--- src/rtl/imem_program_encoder.sv ---
// Streams symbolic instruction descriptors into MIPS words and loads them into instruction memory.
// Optional feature: define ENC_MUL_EN to accept kind 3 as MUL (funct 0x1C); otherwise kind 3 is illegal.
module imem_program_encoder #(
    parameter int ADDR_W = 6
) (
    input  logic              CLK,
    input  logic              RST,
    input  logic              start,
    input  logic              in_valid,
    output logic              in_ready,
    input  logic [3:0]        in_kind,
    input  logic [4:0]        in_rs,
    input  logic [4:0]        in_rt,
    input  logic [4:0]        in_rd,
    input  logic [25:0]       in_imm,
    input  logic              in_last,
    output logic              imem_we,
    output logic [ADDR_W-1:0] imem_addr,
    output logic [31:0]       imem_wdata,
    output logic              cpu_hold,
    output logic              done,
    output logic [1:0]        err,
    output logic [ADDR_W:0]   count
);

    typedef enum logic [1:0] {IDLE, LOAD, DONE, ERR} state_t;

    localparam logic [3:0] K_ADD  = 4'd0;
    localparam logic [3:0] K_SUB  = 4'd1;
    localparam logic [3:0] K_SLT  = 4'd2;
    localparam logic [3:0] K_MUL  = 4'd3;
    localparam logic [3:0] K_LW   = 4'd4;
    localparam logic [3:0] K_SW   = 4'd5;
    localparam logic [3:0] K_ADDI = 4'd6;
    localparam logic [3:0] K_BEQ  = 4'd7;
    localparam logic [3:0] K_J    = 4'd8;

    localparam logic [1:0] ERR_NONE    = 2'b00;
    localparam logic [1:0] ERR_ILLEGAL = 2'b01;
    localparam logic [1:0] ERR_OVF     = 2'b10;

    localparam logic [ADDR_W:0] LAST_SLOT = {1'b0, {ADDR_W{1'b1}}};

    state_t              state, state_n;
    logic [ADDR_W:0]     count_n;
    logic [1:0]          err_n;
    logic                we_n;
    logic [ADDR_W-1:0]   addr_n;
    logic [31:0]         wdata_n;
    logic                legal;
    logic [31:0]         word;

    // Returns {legal, word}; every field is placed explicitly so unused input bits never reach the word.
    function automatic logic [32:0] encode(input logic [3:0]  kind,
                                           input logic [4:0]  rs,
                                           input logic [4:0]  rt,
                                           input logic [4:0]  rd,
                                           input logic [25:0] imm);
        logic [32:0] r;
        r = '0;
        case (kind)
            K_ADD:  r = {1'b1, 6'h00, rs, rt, rd, 5'd0, 6'h20};
            K_SUB:  r = {1'b1, 6'h00, rs, rt, rd, 5'd0, 6'h22};
            K_SLT:  r = {1'b1, 6'h00, rs, rt, rd, 5'd0, 6'h2A};
`ifdef ENC_MUL_EN
            K_MUL:  r = {1'b1, 6'h00, rs, rt, rd, 5'd0, 6'h1C};
`endif
            K_LW:   r = {1'b1, 6'h23, rs, rt, imm[15:0]};
            K_SW:   r = {1'b1, 6'h2B, rs, rt, imm[15:0]};
            K_ADDI: r = {1'b1, 6'h08, rs, rt, imm[15:0]};
            K_BEQ:  r = {1'b1, 6'h04, rs, rt, imm[15:0]};
            K_J:    r = {1'b1, 6'h02, imm};
            default: r = '0;
        endcase
        return r;
    endfunction

    always_comb begin
        {legal, word} = encode(in_kind, in_rs, in_rt, in_rd, in_imm);
    end

    assign in_ready = (state == LOAD);
    assign done     = (state == DONE);
    assign cpu_hold = (state != DONE);

    always_comb begin
        state_n = state;
        count_n = count;
        err_n   = err;
        we_n    = 1'b0;
        addr_n  = imem_addr;
        wdata_n = imem_wdata;
        case (state)
            LOAD: begin
                if (in_valid) begin
                    if (!legal) begin
                        err_n   = ERR_ILLEGAL;
                        state_n = ERR;
                    end else begin
                        we_n    = 1'b1;
                        addr_n  = count[ADDR_W-1:0];
                        wdata_n = word;
                        count_n = count + 1'b1;
                        // A last word in the final slot completes normally rather than overflowing.
                        if (in_last) begin
                            state_n = DONE;
                        end else if (count == LAST_SLOT) begin
                            err_n   = ERR_OVF;
                            state_n = ERR;
                        end
                    end
                end
            end
            default: begin
                if (start) begin
                    state_n = LOAD;
                    count_n = '0;
                    err_n   = ERR_NONE;
                end
            end
        endcase
    end

    always_ff @(posedge CLK or posedge RST) begin
        if (RST) begin
            state      <= IDLE;
            count      <= '0;
            err        <= ERR_NONE;
            imem_we    <= 1'b0;
            imem_addr  <= '0;
            imem_wdata <= '0;
        end else begin
            state      <= state_n;
            count      <= count_n;
            err        <= err_n;
            imem_we    <= we_n;
            imem_addr  <= addr_n;
            imem_wdata <= wdata_n;
        end
    end

endmodule

--- config.mk ---
export PLATFORM = sky130hd
export DESIGN_NAME = imem_program_encoder
export DESIGN_NICKNAME = d
export VERILOG_FILES = /design/src/rtl/imem_program_encoder.sv
export SDC_FILE = /design/constraint.sdc
export NUM_CORES = 1
export LEC_CHECK = 0
export ABC_AREA = 1
export CAP_MARGIN = 20
export CORE_AREA = 2 2 82 84
export CTS_CLUSTER_SIZE = 14
export DETAILED_ROUTE_END_ITERATION = 12
export DIE_AREA = 0 0 84 86
export PLACE_DENSITY = 0.82
export SETUP_SLACK_MARGIN = 0.05
export SYNTH_ARGS = -nofsm -noshare
export SYNTH_HDL_FRONTEND = slang
export SYNTH_SLANG_ARGS = --single-unit
--- constraint.sdc ---
create_clock -name CLK -period 1.3 [get_ports CLK]
set_clock_uncertainty 0.05 [all_clocks]
set_input_delay 0.195 -clock CLK [delete_from_list [all_inputs] [get_ports CLK]]
set_output_delay 0.195 -clock CLK [all_outputs]
set_load 0.05 [all_outputs]
==> flow_metrics.py, run 1 <==
metrics = {
    "synthesis": {
        "synth_common_cells": "nand2_1 (150), dfrtp_1 (48), o21ai_0 (23)",
        "syn_avg_cell_area_sq_um": 7.597,
        "synth_seq_cells": 48,
        "yosys_warnings": 0,
        "synthDistinctLibCells": 20,
        "synth_area_sq_um": 2332,
        "synth_top_area_cell": "dfrtp_1",
        "yosysTopAreaCellShare_pct": 51.50,
        "yosysMostFrequentCell": "nand2_1",
        "async_reset_ff_share_pct": 100.0,
        "syn-num-nets": 358,
        "syn_inst": 307,
        "synth-edff-count": 0,
        "synth_ff_type": "dfrtp_1",
        "synth_area_leaders": "dfrtp_1 (52%), nand2_1 (24%), o21ai_0 (4.9%), inv_1 (2.9%), nor2_1 (2.6%)",
        "ys_seq_area_share_pct": 51.50,
    },
    "final_layout": {
        "final_cells": 526,
        "ff_latch_area_sq_um": 1210,
        "area_growth_pct": 106.5,
        "design_area_sq_um": 4816,
        "final_layout_size_suffix_gt1_share_pct": 38.08,
        "nFillCells": 388,
        "n_antenna_cell": 0,
        "nets": 499,
        "final_util_pct": 76.72,
        "multi_input_area_sq_um": 1171,
    },
    "floorplan": {
        "start_util_pct": 37.15,
        "die_height_um": 86,
        "fp.dieW_um": 84,
        "rows": 29,
        "core_area_sq_um": 6277,
        "die-area_sq_um": 7224,
        "io_pins": 101,
    },
    "drt": {
        "ant_nets": 0,
        "via_per_inst": 5.095,
        "wl_per_cell_um": 16.94,
        "via_count": 2680,
        "drt-total-wl_um": 8912,
        "dr.pass1.iters": 4,
        "drc_errors": 0,
        "drt_iter0_drc": 181,
    },
    "worst_setup_path": {
        "crit_chain": "inv_2 > nand2_4 > clkinvlp_4 > buf_4 > nand4_1 > buf_6 > or2_4 > nand2_1",
        "rrSetupSlack_ns": -0.20,
        "critPathLaunchType": "flip-flop",
        "cp_slowest_cell": "dfrtp_1",
        "crit_arrival_ns": 1.70,
        "r2r_start": "state[1]$_DFFE_PP0P_",
        "path_max_fanout": 4,
        "critPathKind": "flip-flop to flip-flop",
        "slowest_delay_ns": 0.40,
        "r2r-end": "err[0]$_DFFE_PP0P_",
        "required_ns": 1.50,
        "end_kind": "flip-flop",
        "worst-path-stages": 8,
        "ff2ff_path_depth": 8,
        "crit_buf_inv": 4,
        "path_delay_family": "simple AND/OR/NAND/NOR gates",
    },
    "place": {
        "finalWeightedCongestion": 0.7681,
        "hpwl_um": 5147,
        "dpl_cell_area_sq_um": 4173,
        "dp_cells": 495,
        "io_buffers": 99,
    },
    "power_and_ir_drop": {
        "total_power_mw": 10.72,
        "p_leak_nw": 2.268,
        "power_frac_seq_pct": 24.5,
        "intPower_mw": 6.150,
        "power.density_nw_per_um2": 2226,
        "irDropWorstVdd_mv": 1.411,
        "p_comb_share_pct": 61.5,
        "clkPwrFrac_pct": 13.9,
        "power_switching_mw": 4.571,
        "p_sw_share_pct": 42.64,
    },
    "clocking": {
        "htreeDepth": 2,
        "clk_pin_slew_ns": 0.10,
        "clock_latency_ns": 0.31,
        "cts_sinks": 48,
        "cts-root-buf": "clkbuf_8",
        "cts_tree": "done",
        "cts_buffer_depth": 2,
        "cts_buffers": 5,
        "holdBufCountCts": 0,
    },
    "timing": {
        "final_max_slew_viol_count": 0,
        "setup_violations": 53,
        "fmax_mhz": 664.5,
        "finalCriticalPeriod_ns": 1.505,
        "period_share_pct": 115.8,
        "grt_setup_unrepaired": "yes",
        "setup_tns_ns": -6.578,
        "hold_viol_final": 0,
        "fin_ws_ns": -0.2049,
    },
    "global_routing": {
        "track_usage_pct": 23.72,
        "grt_pass1_vias": 2780,
        "grt_first_pass_wirelength_um": 13460,
        "grt_overflow_total": 0,
        "antenna_found_initial": 0,
        "grt_max_degree": 26,
    },
    "run_status": {
        "violations": "negative setup slack",
        "status": "finished, violations left",
    },
    "job": {
        "drv_cap": 0,
    },
    "min_path": {
        "hold_path_class": "primary input to asynchronous set/reset pin",
    },
}
-- power by group through the flow --
stage / sequential [mW] / combinational, mW / clock (mW)
after floorplan: 3.97 / 1.15 / 0
after global placement: 2.57 / 5.54 / 0
after detailed placement: 2.60 / 5.62 / 0
after CTS: 2.59 / 6.26 / 1.50
after global routing: 2.68 / 6.84 / 1.58
final: 2.63 / 6.60 / 1.49
-- worst min-delay path, cell delays in order --
cell	delay [ns]
clkdlybuf4s50_1	0.45
clkinvlp_4	0.13
buf_12	0.18
-- worst max path at each step --
stage	start	endpoint
2_1_floorplan	state[0]$_DFFE_PP0P_	cpu_hold
3_3_place_gp	in_kind[1]	count[3]$_DFFE_PP0P_
3_5_place_dp	in_kind[1]	count[4]$_DFFE_PP0P_
4_1_cts	state[0]$_DFFE_PP0P_	in_ready
5_1_grt	state[1]$_DFFE_PP0P_	imem_wdata[4]$_DFFE_PP0P_
6_report	state[1]$_DFFE_PP0P_	err[0]$_DFFE_PP0P_
-- cell usage in the layout, fill, tap and decap left out, types with 10 or more instances in the layout --
cell | Yosys | final
clkdlybuf4s50_1 | 0 | 46
o21ai_0 | 23 | 11
buf_6 | 2 | 17
nand2_2 | 4 | 25
o21ai_1 | 10 | 17
nand2_1 | 150 | 125
nor2_1 | 16 | 10
dfrtp_1 | 48 | 41
buf_4 | 6 | 18
inv_1 | 18 | 11
buf_12 | 0 | 58
-- flip-flops by register name, summed over array words and instances, names as in the netlist --
register	cells
state	2
err	2
imem_we	1
count	7
imem_addr	6
imem_wdata	30
-- per-stage QoR --
stage | setup WS, ns | hold WS, ns
6_report | -0.2049 | 0.2389
5_1_grt | -0.2359 | 0.2527
4_1_cts | -0.1506 | 0.2467
3_5_place_dp | -0.4815 | 0.4716
3_3_place_gp | -0.4117 | 0.4457
2_1_floorplan | -0.1966 | 0.1744
-- final cells by class --
| cell class | count | area share (%) |
|---|---|---|
| clock buffers | 5 | 1.429 |
| clock inverters | 3 | 1.871 |
| inverters | 19 | 1.975 |
| multi-input cells | 227 | 24.32 |
| flip-flops and latches | 48 | 25.12 |
| well taps | 77 | 2.001 |
| repair buffers | 147 | 43.28 |
-- metal layers --
layer  GRT usage (%)  wire length (um)  vias to the layer above  part of all wire (%)
met4           10.12               224                        0                   2.5
met2           41.75              4666                      137                    52
met3           7.122               686                       20                   7.7
met5               0                 0                        -                     0
met1           26.87              3334                     1289                    37
li1                -                 -                     1234                     -
-- repair_timing --
item / 4_1_cts / 5_1_grt
setup buffers: 16 / 2
gates resized for setup: 56 / 28
gates cloned: 3 / 2
endpoints found under the setup margin: 57 / 57
pin swaps: 6 / 5
-- kinds of logic after synthesis --
family | Yosys count | share of synthesized area (%)
compound gates | 36 | 8.101
xor+xnor | 2 | 0.7512
fa+ha+maj | 1 | 0.5364
buf+inv | 33 | 7.242
flops | 48 | 51.50
other cells | 1 | 0.1608
simple gates | 186 | 31.71
No activity file was read; power rests on OpenSTA's default activity.
==> inputs of run 2 (changes only) <==
- SLEW_MARGIN: default -> 20
==> results of run 2 <==
The final DEF is identical to that of run 1; final timing and power are the same.
